[src/rtl/fp_pkg.sv]
// Shared FP16 definitions for the half-precision multiplier and divider datapath units.
package fp_pkg;

  localparam int          FP16_EXP_WIDTH  = 5;
  localparam int          FP16_MANT_WIDTH = 10;
  localparam int          FP16_BIAS       = 15;
  localparam logic [15:0] FP16_QNAN       = 16'h7E00;
  localparam logic [15:0] FP16_INF        = 16'h7C00;

  typedef struct packed {
    logic       sign;
    logic [4:0] exp;
    logic [9:0] frac;
  } fp16_t;

  typedef enum logic [1:0] {FP_ZERO, FP_NORM, FP_INF, FP_NAN} fp_class_e;

  typedef enum logic [1:0] {IDLE, DIVIDE, NORM, PACK} div_state_e;

  // Subnormals classify as zero: the FP16 units flush them on input.
  function automatic fp_class_e fp_classify(input fp16_t x);
    if (x.exp == '0) return FP_ZERO;
    if (x.exp == '1) return (x.frac == '0) ? FP_INF : FP_NAN;
    return FP_NORM;
  endfunction

endpackage

[src/rtl/fp_div_mantissa_core.sv]
// Iterative restoring mantissa divider: one quotient bit per clock after start.
module fp_div_mantissa_core
  import fp_pkg::*;
#(
  parameter int MANT_WIDTH = FP16_MANT_WIDTH,
  parameter int QBITS      = MANT_WIDTH + 3
) (
  input  logic                  clk,
  input  logic                  reset,
  input  logic                  start,
  input  logic [MANT_WIDTH:0]   dividend,
  input  logic [MANT_WIDTH:0]   divisor,
  output logic                  busy,
  output logic                  done,
  output logic [QBITS-1:0]      quotient,
  output logic                  sticky
);

  localparam int RW = MANT_WIDTH + 2;
  localparam int CW = $clog2(QBITS);

  logic [RW-1:0]    rem, div, rem_next;
  logic [QBITS-1:0] quo;
  logic [CW-1:0]    cnt;
  logic             ge;

  // The partial remainder stays below 2*divisor, so RW bits never overflow.
  always_comb begin
    ge       = (rem >= div);
    rem_next = ge ? ((rem - div) << 1) : (rem << 1);
  end

  always_ff @(posedge clk) begin
    if (reset) begin
      rem  <= '0;
      div  <= '0;
      quo  <= '0;
      cnt  <= '0;
      busy <= 1'b0;
    end else if (start) begin
      rem  <= {1'b0, dividend};
      div  <= {1'b0, divisor};
      quo  <= '0;
      cnt  <= '0;
      busy <= 1'b1;
    end else if (busy) begin
      rem <= rem_next;
      quo <= {quo[QBITS-2:0], ge};
      cnt <= cnt + 1'b1;
      if (cnt == CW'(QBITS - 1)) busy <= 1'b0;
    end
  end

  assign done     = busy && (cnt == CW'(QBITS - 1));
  assign quotient = quo;
  assign sticky   = (rem != '0);

endmodule

[src/rtl/floating_point_divider.sv]
// Fixed-latency FP16 divider (result = a / b). Define FP_DIV_ROUND_NEAREST_EN for
// round-to-nearest-even; otherwise the quotient is truncated toward zero.
module floating_point_divider
  import fp_pkg::*;
#(
  parameter int DATA_WIDTH = 16,
  parameter int EXP_WIDTH  = FP16_EXP_WIDTH,
  parameter int MANT_WIDTH = FP16_MANT_WIDTH,
  parameter int QBITS      = MANT_WIDTH + 3
) (
  input  logic                  clk,
  input  logic                  reset,
  input  logic                  en,
  input  logic [DATA_WIDTH-1:0] a,
  input  logic [DATA_WIDTH-1:0] b,
  output logic [DATA_WIDTH-1:0] result,
  output logic                  ready
);

  localparam int EW2 = EXP_WIDTH + 2;

  fp16_t                  a_f, b_f;
  div_state_e             state, next_state;
  logic                   sign_p0;
  logic signed [EW2-1:0]  exp_p0, exp_p1, exp_fin;
  fp_class_e              cls_a, cls_b;
  logic [MANT_WIDTH:0]    mant_p1;
  logic                   guard_p1, sticky_p1;
  logic                   start, core_busy, core_done, core_sticky;
  logic [QBITS-1:0]       quo;
  logic [MANT_WIDTH+1:0]  rounded;
  logic                   carry;
  logic [MANT_WIDTH-1:0]  frac_fin;
  logic [DATA_WIDTH-1:0]  packed_w;

  function automatic logic [MANT_WIDTH+1:0] round_mant(input logic [MANT_WIDTH:0] mant,
                                                       input logic guard,
                                                       input logic sticky);
`ifdef FP_DIV_ROUND_NEAREST_EN
    return {1'b0, mant} + (MANT_WIDTH+2)'(guard & (sticky | mant[0]));
`else
    logic unused_round;
    unused_round = guard | sticky;
    return {1'b0, mant};
`endif
  endfunction

  assign a_f   = a;
  assign b_f   = b;
  assign start = (state == IDLE) && en;

  fp_div_mantissa_core #(
    .MANT_WIDTH (MANT_WIDTH),
    .QBITS      (QBITS)
  ) u_core (
    .clk      (clk),
    .reset    (reset),
    .start    (start),
    .dividend ({1'b1, a_f.frac}),
    .divisor  ({1'b1, b_f.frac}),
    .busy     (core_busy),
    .done     (core_done),
    .quotient (quo),
    .sticky   (core_sticky)
  );

  always_ff @(posedge clk) begin
    if (reset) state <= IDLE;
    else       state <= next_state;
  end

  always_comb begin
    next_state = state;
    case (state)
      IDLE:    if (en) next_state = DIVIDE;
      DIVIDE:  if (core_done || !core_busy) next_state = NORM;
      NORM:    next_state = PACK;
      PACK:    next_state = IDLE;
      default: next_state = IDLE;
    endcase
  end

  // Stage p0: operand capture; p1: normalised mantissa with guard and sticky.
  always_ff @(posedge clk) begin
    if (reset) begin
      sign_p0   <= 1'b0;
      exp_p0    <= '0;
      cls_a     <= FP_ZERO;
      cls_b     <= FP_ZERO;
      exp_p1    <= '0;
      mant_p1   <= '0;
      guard_p1  <= 1'b0;
      sticky_p1 <= 1'b0;
      result    <= '0;
      ready     <= 1'b0;
    end else begin
      ready <= 1'b0;
      case (state)
        IDLE: if (en) begin
          sign_p0 <= a_f.sign ^ b_f.sign;
          exp_p0  <= $signed(EW2'(a_f.exp)) - $signed(EW2'(b_f.exp)) + $signed(EW2'(FP16_BIAS));
          cls_a   <= fp_classify(a_f);
          cls_b   <= fp_classify(b_f);
        end
        NORM: begin
          if (!quo[QBITS-1]) begin
            mant_p1   <= quo[QBITS-2:1];
            guard_p1  <= quo[0];
            sticky_p1 <= core_sticky;
            exp_p1    <= exp_p0 - $signed(EW2'(1));
          end else begin
            mant_p1   <= quo[QBITS-1:2];
            guard_p1  <= quo[1];
            sticky_p1 <= core_sticky | quo[0];
            exp_p1    <= exp_p0;
          end
        end
        PACK: begin
          result <= packed_w;
          ready  <= 1'b1;
        end
        default: ;
      endcase
    end
  end

  // Specials override the arithmetic path so every class takes the same latency.
  always_comb begin
    rounded  = round_mant(mant_p1, guard_p1, sticky_p1);
    carry    = rounded[MANT_WIDTH+1];
    frac_fin = carry ? rounded[MANT_WIDTH:1] : rounded[MANT_WIDTH-1:0];
    exp_fin  = exp_p1 + (carry ? $signed(EW2'(1)) : $signed(EW2'(0)));
    packed_w = {sign_p0, exp_fin[EXP_WIDTH-1:0], frac_fin};
    if (exp_fin >= $signed(EW2'((1 << EXP_WIDTH) - 1)))
      packed_w = {sign_p0, FP16_INF[DATA_WIDTH-2:0]};
    else if (exp_fin <= $signed(EW2'(0)))
      packed_w = {sign_p0, {(DATA_WIDTH-1){1'b0}}};
    if (cls_a == FP_NAN || cls_b == FP_NAN ||
        (cls_a == FP_ZERO && cls_b == FP_ZERO) ||
        (cls_a == FP_INF && cls_b == FP_INF))
      packed_w = FP16_QNAN;
    else if (cls_b == FP_ZERO || cls_a == FP_INF)
      packed_w = {sign_p0, FP16_INF[DATA_WIDTH-2:0]};
    else if (cls_a == FP_ZERO || cls_b == FP_INF)
      packed_w = {sign_p0, {(DATA_WIDTH-1){1'b0}}};
  end

endmodule

[config.mk]
export PLATFORM = sky130hd
export DESIGN_NAME = floating_point_divider
export DESIGN_NICKNAME = d
export VERILOG_FILES = /design/src/rtl/fp_pkg.sv /design/src/rtl/fp_div_mantissa_core.sv /design/src/rtl/floating_point_divider.sv
export SDC_FILE = /design/constraint.sdc
export NUM_CORES = 1
export LEC_CHECK = 0
export CAP_MARGIN = 20
export CORE_MARGIN = 2
export CORE_UTILIZATION = 45
export DETAILED_ROUTE_END_ITERATION = 16
export PLACE_DENSITY = 0.66
export RECOVER_POWER = 50
export SETUP_SLACK_MARGIN = 0.02
export SLEW_MARGIN = 10
export SYNTH_ARGS = -nofsm -noshare
export SYNTH_HDL_FRONTEND = slang
export SYNTH_SLANG_ARGS = --single-unit
[constraint.sdc]
create_clock -name clk -period 2.3 [get_ports clk]
set_input_delay 0.23 -clock clk [delete_from_list [all_inputs] [get_ports clk]]
set_output_delay 0.23 -clock clk [all_outputs]
set_load 0.005 [all_outputs]
---- Word level (Yosys, flattened, before mapping) ----
Index checks and enable logic that the tools add are counted.
storage, ports and cells
  flip-flop bits (word level) ............. 89
  word-level logic and storage cells ...... 103
operators by class
  bitwise gates (word level) .............. 1
  magnitude comparators ................... 3
  reduce and logical (&&, ||, !) cells .... 22
  mux-type cells .......................... 45
  eq/ne operators ......................... 12
  $add $sub $neg .......................... 5
operators with widths
  operator                                                                              count
  15-bit two-way mux                                                                    4
  1-bit two-way mux                                                                     24
  11-bit two-way mux                                                                    2
  10-bit logical NOT                                                                    2
  2-bit two-way mux                                                                     10
  16-bit two-way mux                                                                    1
  2-bit == test (second input constant)                                                 6
  12-bit by 11-bit greater-or-equal comparator with 1-bit output                        1
  12-bit two-way mux                                                                    1
  11-bit subtractor                                                                     1
  5-bit == test (second input constant)                                                 2
  5-bit logical NOT                                                                     2
  10-bit two-way mux                                                                    1
  2-bit one-hot mux with 4 select lines                                                 1
  6-bit by 5-bit adder with 7-bit output (second input constant)                        1
  7-bit by 6-bit greater-or-equal comparator with 1-bit output (second input constant)  1
  7-bit by 1-bit <= comparator with 1-bit output (second input constant)                1
  7-bit two-way mux                                                                     1
  7-bit by 2-bit subtractor with 7-bit output (second input constant)                   1
  2-bit logical NOT                                                                     3
  1-bit logical OR                                                                      6
  5-bit by 5-bit subtractor with 6-bit output                                           1
  4-bit by 1-bit adder with 4-bit output (second input constant)                        1
  4-bit == test (second input constant)                                                 1
  other kinds (8)                                                                       13

---- Logic depth before layout (Yosys ltp) ----
  word-level depth ........................ 11
  depth in mapped cells ................... 10

---- By module ----
Synthesis repeated with hierarchy kept, for this count alone.
second synthesis, totals
  cell total of the unflattened synthesis .. 561
  area total of the unflattened synthesis .. 4828.4 sq um
modules (own cells, without submodules)
  module                  cells an instance  seq. area each (sq um)  area each (sq um)  times used
  floating_point_divider  294                960.9                   2501.1             1
  fp_div_mantissa_core    267                820.8                   2327.2             1

---- Worst setup path after synthesis ----
No wires, ideal clock.
  kind .................................... reg2reg
  start point ............................. register u_core.rem[0]
  end point ............................... register u_core.rem[5]
  slack ................................... 179 ps
  library setup time ...................... 134 ps
  data required time ...................... 2166 ps
  arrival ................................. 1987 ps
  path buffers ............................ 1
  stages on the path, launching flop included .. 11
  cell sequence ........................... dfxtp_1 > inv_1 > ha_1 > fa_1 > nand2b_1 > a21oi_1 > o211ai_2 > nand2_4 > buf_6 > mux2i_1 > o22ai_1
between the ends
  word-level cells in the longest chain between the ends .. 4
  elaborated cells on any way between the ends .. 5
  classes of those cells .................. 1 x add/sub; 1 x order compare; 3 x mux
ends and longest elaborated chain
  what                                                                                                        line                                                    source
  start: declaration                                                                                          fp_div_mantissa_core.sv:22                              logic [RW-1:0] rem, div, rem_next;
  start signal: assignment                                                                                    fp_div_mantissa_core.sv:41                              rem <= {1'b0, dividend};
  start signal: assignment                                                                                    fp_div_mantissa_core.sv:47                              rem <= rem_next;
  11-bit subtractor / 12-bit by 11-bit greater-or-equal comparator with 1-bit output (equally long branches)  fp_div_mantissa_core.sv:30, fp_div_mantissa_core.sv:29
  12-bit two-way mux *                                                                                        fp_div_mantissa_core.sv:30                              rem_next = ge ? ((rem - div) << 1) : (rem << 1);
  11-bit two-way mux *                                                                                        fp_div_mantissa_core.sv:46                              end else if (busy) begin
  11-bit two-way mux *                                                                                        fp_div_mantissa_core.sv:40                              end else if (start) begin
Mark *: on every way between the ends. The rest lies on a longest branch, timed or not. The select of a mux whose other input is x is not followed.
A chain may end at the register's enable or synchronous reset.

---- Worst setup path in the final report ----
  start point ............................. register u_core.rem[0]
  end point ............................... register u_core.rem[11]
between the ends
  word-level cells in the longest chain between the ends .. 2
  elaborated cells on any way between the ends .. 3
  classes of those cells .................. 1 x add/sub; 1 x order compare; 1 x mux
ends and longest elaborated chain
  what                                                                                                        line
  11-bit subtractor / 12-bit by 11-bit greater-or-equal comparator with 1-bit output (equally long branches)  fp_div_mantissa_core.sv:30, fp_div_mantissa_core.sv:29
  12-bit two-way mux *                                                                                        fp_div_mantissa_core.sv:30
Mark *: on every way between the ends. The rest lies on a longest branch, timed or not.

==> run metrics <==
leakage 0.00225 µW; data arrival time of the worst path 2500 ps; # H-tree levels 3; slew at the pin with the worst max-slew slack 868 ps; Cell Int Power just under 4000 µW; total of max-cap violations 0; final clock period utilization by the worst path 0.959; Post-DP HPWL roughly 7.7 mm; r2r setup slk around 95 ps; horizontal die dimension 107 µm; setup slack at placement -204 ps; number of iterations in the first detailed-routing pass 4; crit-path max FO 2; async set-reset flop share out of synthesis 0; net count after synthesis 619; power per unit of standard cell area 1190 nW/µm²; chain of cells forming the critical path inv_1, ha_1, fa_2, nand2b_4, a211oi_4, o21bai_1, a2111oi_2, o31ai_1, a21oi_1; fraction of post-synthesis cell area in the top cell type by area 0.376; FMAX around 0.45 GHz; sequential share of the synthesized area 0.376; maximum number of pins on one net before global-route repair 40; residual antenna-violating net count after detailed routing 0; Synth Cell Area 4740 µm²; Final Setup Violations 0; clock transition at the registers of the reported paths 90 ps; clk root buf sky130_fd_sc_hd__clkbuf_8; number of cells traversed by the worst register-to-register path 9; Routed Wire Length 10.5 mm; Tmin final between 2000 and 2500 ps; number of design rule violations left after detail routing 0; clock skew 16.3 ps; portion of total power attributed to the clock network 0.153; cell depth of the worst min-delay path 2; routability congestion estimate between 0.8 and 0.9; clock buffer depth 2; portion of total power attributed to sequential cells 0.318; number of global-route vias before repair roughly 3.8k; number of antenna violations at the first check in global routing 0; setup repair after global routing missed its margin yes; post-synthesis area per instance 8.50 µm²; combinational group share of total power 0.528; reg2reg end u_core.rem[11]$_SDFFE_PP0P_; total count of hold-check failures in the final report 0; number of slew-limit violations in the final report 0; critical hold path startpoint reset; Max-slew headroom 0.420; Die Height 107 µm; Synth warnings 0; Mapped Cells about 560; Psw 2860 µW; TNS Setup 0 ps; dominant cells by area after synthesis sky130_fd_sc_hd__dfxtp_1, sky130_fd_sc_hd__ha_1, sky130_fd_sc_hd__mux2i_1; peak per-stage delay on the critical path 380 ps; number of top-level pins 52; final net count 684; initial cell density of the core 0.461; number of antenna repair diodes 0; worst setup path category flip-flop to flip-flop; number of distinct library cells after synthesis 59; reg-to-reg startpoint u_core.rem[0]$_SDFFE_PP0P_; total of fill cells in the finished design 972; worst path required time roughly 2600 ps; via/cell ratio 5.27; Clock Latency Late Sink about 370 ps; library cell contributing the largest single delay on the critical path sky130_fd_sc_hd__a2111oi_2; die area 11,400 µm²; Worst setup EP type flip-flop; worst min path class primary input to flip-flop; global route overflow 0; Seq cells post-synth 89; setup ws final 95.1 ps; clock tree from TritonCTS built; net switching fraction of the power 0.419; maximum VDD drop 0.000675 V; Yosys top cell by area sky130_fd_sc_hd__dfxtp_1; Inserted Clock Buffers 9; Placeable Area 10,300 µm²; status completed; first-pass GRT wire length around 18 mm; element type at the critical path start flip-flop; sink of the worst hold path u_core.busy$_SDFF_PP0_; post-synthesis to final-layout area growth 21.5%; number of rows created at floorplan 37; routed length per instance 13.7 µm; aggregate global-route resource usage 0.194; via total after detailed routing roughly 4.0k; flip-flop cell with the highest count after synthesis sky130_fd_sc_hd__dfxtp_1; number of port buffers a little over 50; Sink Count just under 90; fraction of final layout cells sized beyond drive strength 1 0.129; count of flip-flops with a built-in enable after synthesis 0; First DRT Iteration DRCs 157
-- stage by stage --
stage          total power, µW  hold slack [ps]  std cells  utilization  cell area, µm²
6_report                  6840              293        763        0.560            5760
5_1_grt                   7410              290        763        0.560            5760
4_1_cts                   6770              277        762        0.557            5730
3_5_place_dp              5570              456        743        0.536            5510
3_3_place_gp              5530              447        743        0.536            5510
2_1_floorplan             4710              366        557            -            4740
-- repair_timing --
item                                    4_1_cts  5_1_grt
pin swaps                                     2        3
gates resized for setup                       1        8
setup buffers                                 2        1
cloned                                        1        0
hold buffers                                  0        0
endpoints found under the setup margin        3       12
-- final cells by class --
cell class / count / area (µm²) / area share
Timing Repair Buffer: 83 / 741 / 0.129
Tap cell: 136 / 170 / 0.0296
Sequential cell: 89 / 1780 / 0.310
Multi-Input combinational cell: 408 / 2750 / 0.478
Inverter: 31 / 116 / 0.0202
Clock buffer: 9 / 124 / 0.0215
Clock inverter: 7 / 71.3 / 0.0124
-- flip-flops by register name, summed over array words and instances (netlist names), 2 cells and up --
| signal | count |
|---|---|
| u_core.div | 11 |
| exp_p1 | 7 |
| u_core.rem | 12 |
| exp_p0 | 7 |
| state | 2 |
| result | 16 |
| u_core.quotient | 13 |
| cls_b | 2 |
| cls_a | 2 |
| u_core.cnt | 4 |
| mant_p1 | 10 |
-- how the worst max path moves through the flow --
stage                                   to                  startpoint  cells past startpoint
2_1_floorplan   u_core.rem[5]$_SDFFE_PP0P_  u_core.rem[0]$_SDFFE_PP0P_                     10
3_3_place_gp        exp_p0[5]$_SDFFE_PP0P_                       a[10]                     10
3_5_place_dp        exp_p0[5]$_SDFFE_PP0P_                       a[10]                     10
4_1_cts        u_core.rem[11]$_SDFFE_PP0P_  u_core.rem[0]$_SDFFE_PP0P_                     10
5_1_grt        u_core.rem[11]$_SDFFE_PP0P_  u_core.rem[0]$_SDFFE_PP0P_                      9
6_report       u_core.rem[11]$_SDFFE_PP0P_  u_core.rem[0]$_SDFFE_PP0P_                      9
-- Yosys cell counts (3+ instances only) --
cell                        n
sky130_fd_sc_hd__nor2_1    75
sky130_fd_sc_hd__mux2i_1   29
sky130_fd_sc_hd__and3_1    11
sky130_fd_sc_hd__xnor2_1    9
sky130_fd_sc_hd__ha_1      25
sky130_fd_sc_hd__clkbuf_1  25
sky130_fd_sc_hd__o22ai_1    8
sky130_fd_sc_hd__or4_1      4
sky130_fd_sc_hd__dfxtp_1   89
sky130_fd_sc_hd__nor3_2     3
sky130_fd_sc_hd__a21o_1     3
sky130_fd_sc_hd__a31oi_1    3
sky130_fd_sc_hd__inv_1     30
sky130_fd_sc_hd__a21oi_1   50
sky130_fd_sc_hd__a311oi_1   3
sky130_fd_sc_hd__o21ai_0   11
sky130_fd_sc_hd__nor3_1    10
sky130_fd_sc_hd__buf_2      4
sky130_fd_sc_hd__a21oi_2    3
sky130_fd_sc_hd__a211oi_1  26
sky130_fd_sc_hd__nor4_1     7
sky130_fd_sc_hd__nand2_1   41
sky130_fd_sc_hd__xor2_1     9
sky130_fd_sc_hd__o31a_1     3
sky130_fd_sc_hd__nand4_1    6
sky130_fd_sc_hd__o21a_1     5
sky130_fd_sc_hd__o31ai_1    5
sky130_fd_sc_hd__nand3_1    9
sky130_fd_sc_hd__nor2b_1   13
-- power groups by stage --
stage	logic, µW	clock network [µW]	registers (µW)
after floorplan	2590	0	2110
after global placement	3320	0	2210
after detailed placement	3360	0	2210
after CTS	3500	1080	2180
after global routing	4040	1150	2230
final	3620	1050	2180
-- worst max-delay path, delay by kind of cell (launching register included) --
kind	cells	cell delay, ps
compound gates	5	1010
fa+ha+maj	2	560
flops	1	340
simple gates	1	170
buf+inv	1	60
-- layer usage --
| layer | share of wire | GRT usage | routed length, µm |
|---|---|---|---|
| met5 | 0 | 0 | 0 |
| met4 | 0.016 | 0.0677 | 168 |
| met3 | 0.037 | 0.0237 | 392 |
| met2 | 0.46 | 0.313 | 4820 |
| met1 | 0.49 | 0.267 | 5080 |
-- layout by cell type, fill, tap and decap left out, types with 5 or more instances in the layout --
| cell type | synthesis | routed |
|---|---|---|
| sky130_fd_sc_hd__ha_1 | 25 | 25 |
| sky130_fd_sc_hd__nand3_1 | 9 | 9 |
| sky130_fd_sc_hd__nor2b_1 | 13 | 13 |
| sky130_fd_sc_hd__and3_1 | 11 | 11 |
| sky130_fd_sc_hd__o31ai_1 | 5 | 5 |
| sky130_fd_sc_hd__xor2_1 | 9 | 9 |
| sky130_fd_sc_hd__clkdlybuf4s50_1 | 0 | 33 |
| sky130_fd_sc_hd__a211oi_1 | 26 | 26 |
| sky130_fd_sc_hd__o21ai_0 | 11 | 11 |
| sky130_fd_sc_hd__nor4_1 | 7 | 7 |
| sky130_fd_sc_hd__buf_4 | 0 | 30 |
| sky130_fd_sc_hd__a21oi_1 | 50 | 49 |
| sky130_fd_sc_hd__nand2_1 | 41 | 41 |
| sky130_fd_sc_hd__inv_1 | 30 | 30 |
| sky130_fd_sc_hd__o21a_1 | 5 | 5 |
| sky130_fd_sc_hd__dfxtp_1 | 89 | 88 |
| sky130_fd_sc_hd__o22ai_1 | 8 | 8 |
| sky130_fd_sc_hd__dlygate4sd3_1 | 0 | 17 |
| sky130_fd_sc_hd__clkbuf_8 | 0 | 9 |
| sky130_fd_sc_hd__xnor2_1 | 9 | 9 |
| sky130_fd_sc_hd__nand4_1 | 6 | 6 |
| sky130_fd_sc_hd__nor3_1 | 10 | 10 |
| sky130_fd_sc_hd__mux2i_1 | 29 | 29 |
| sky130_fd_sc_hd__nor2_1 | 75 | 74 |
-- kinds of logic (layout without fill, tap and decap cells) --
kind of cell               count (synthesis)  count (layout)  share of synthesized area
adders and majority gates                 27              27                     0.0745
muxes                                     31              31                     0.0676
AOI/OAI and AO/OA                        134             134                      0.188
xor gates and xnor gates                  18              18                     0.0333
buffers and inverters                     61             130                     0.0510
DFF                                       89              89                      0.376
and+or+nand+nor                          197             198                      0.210
Note: power is estimated with default switching activity, not from simulation.
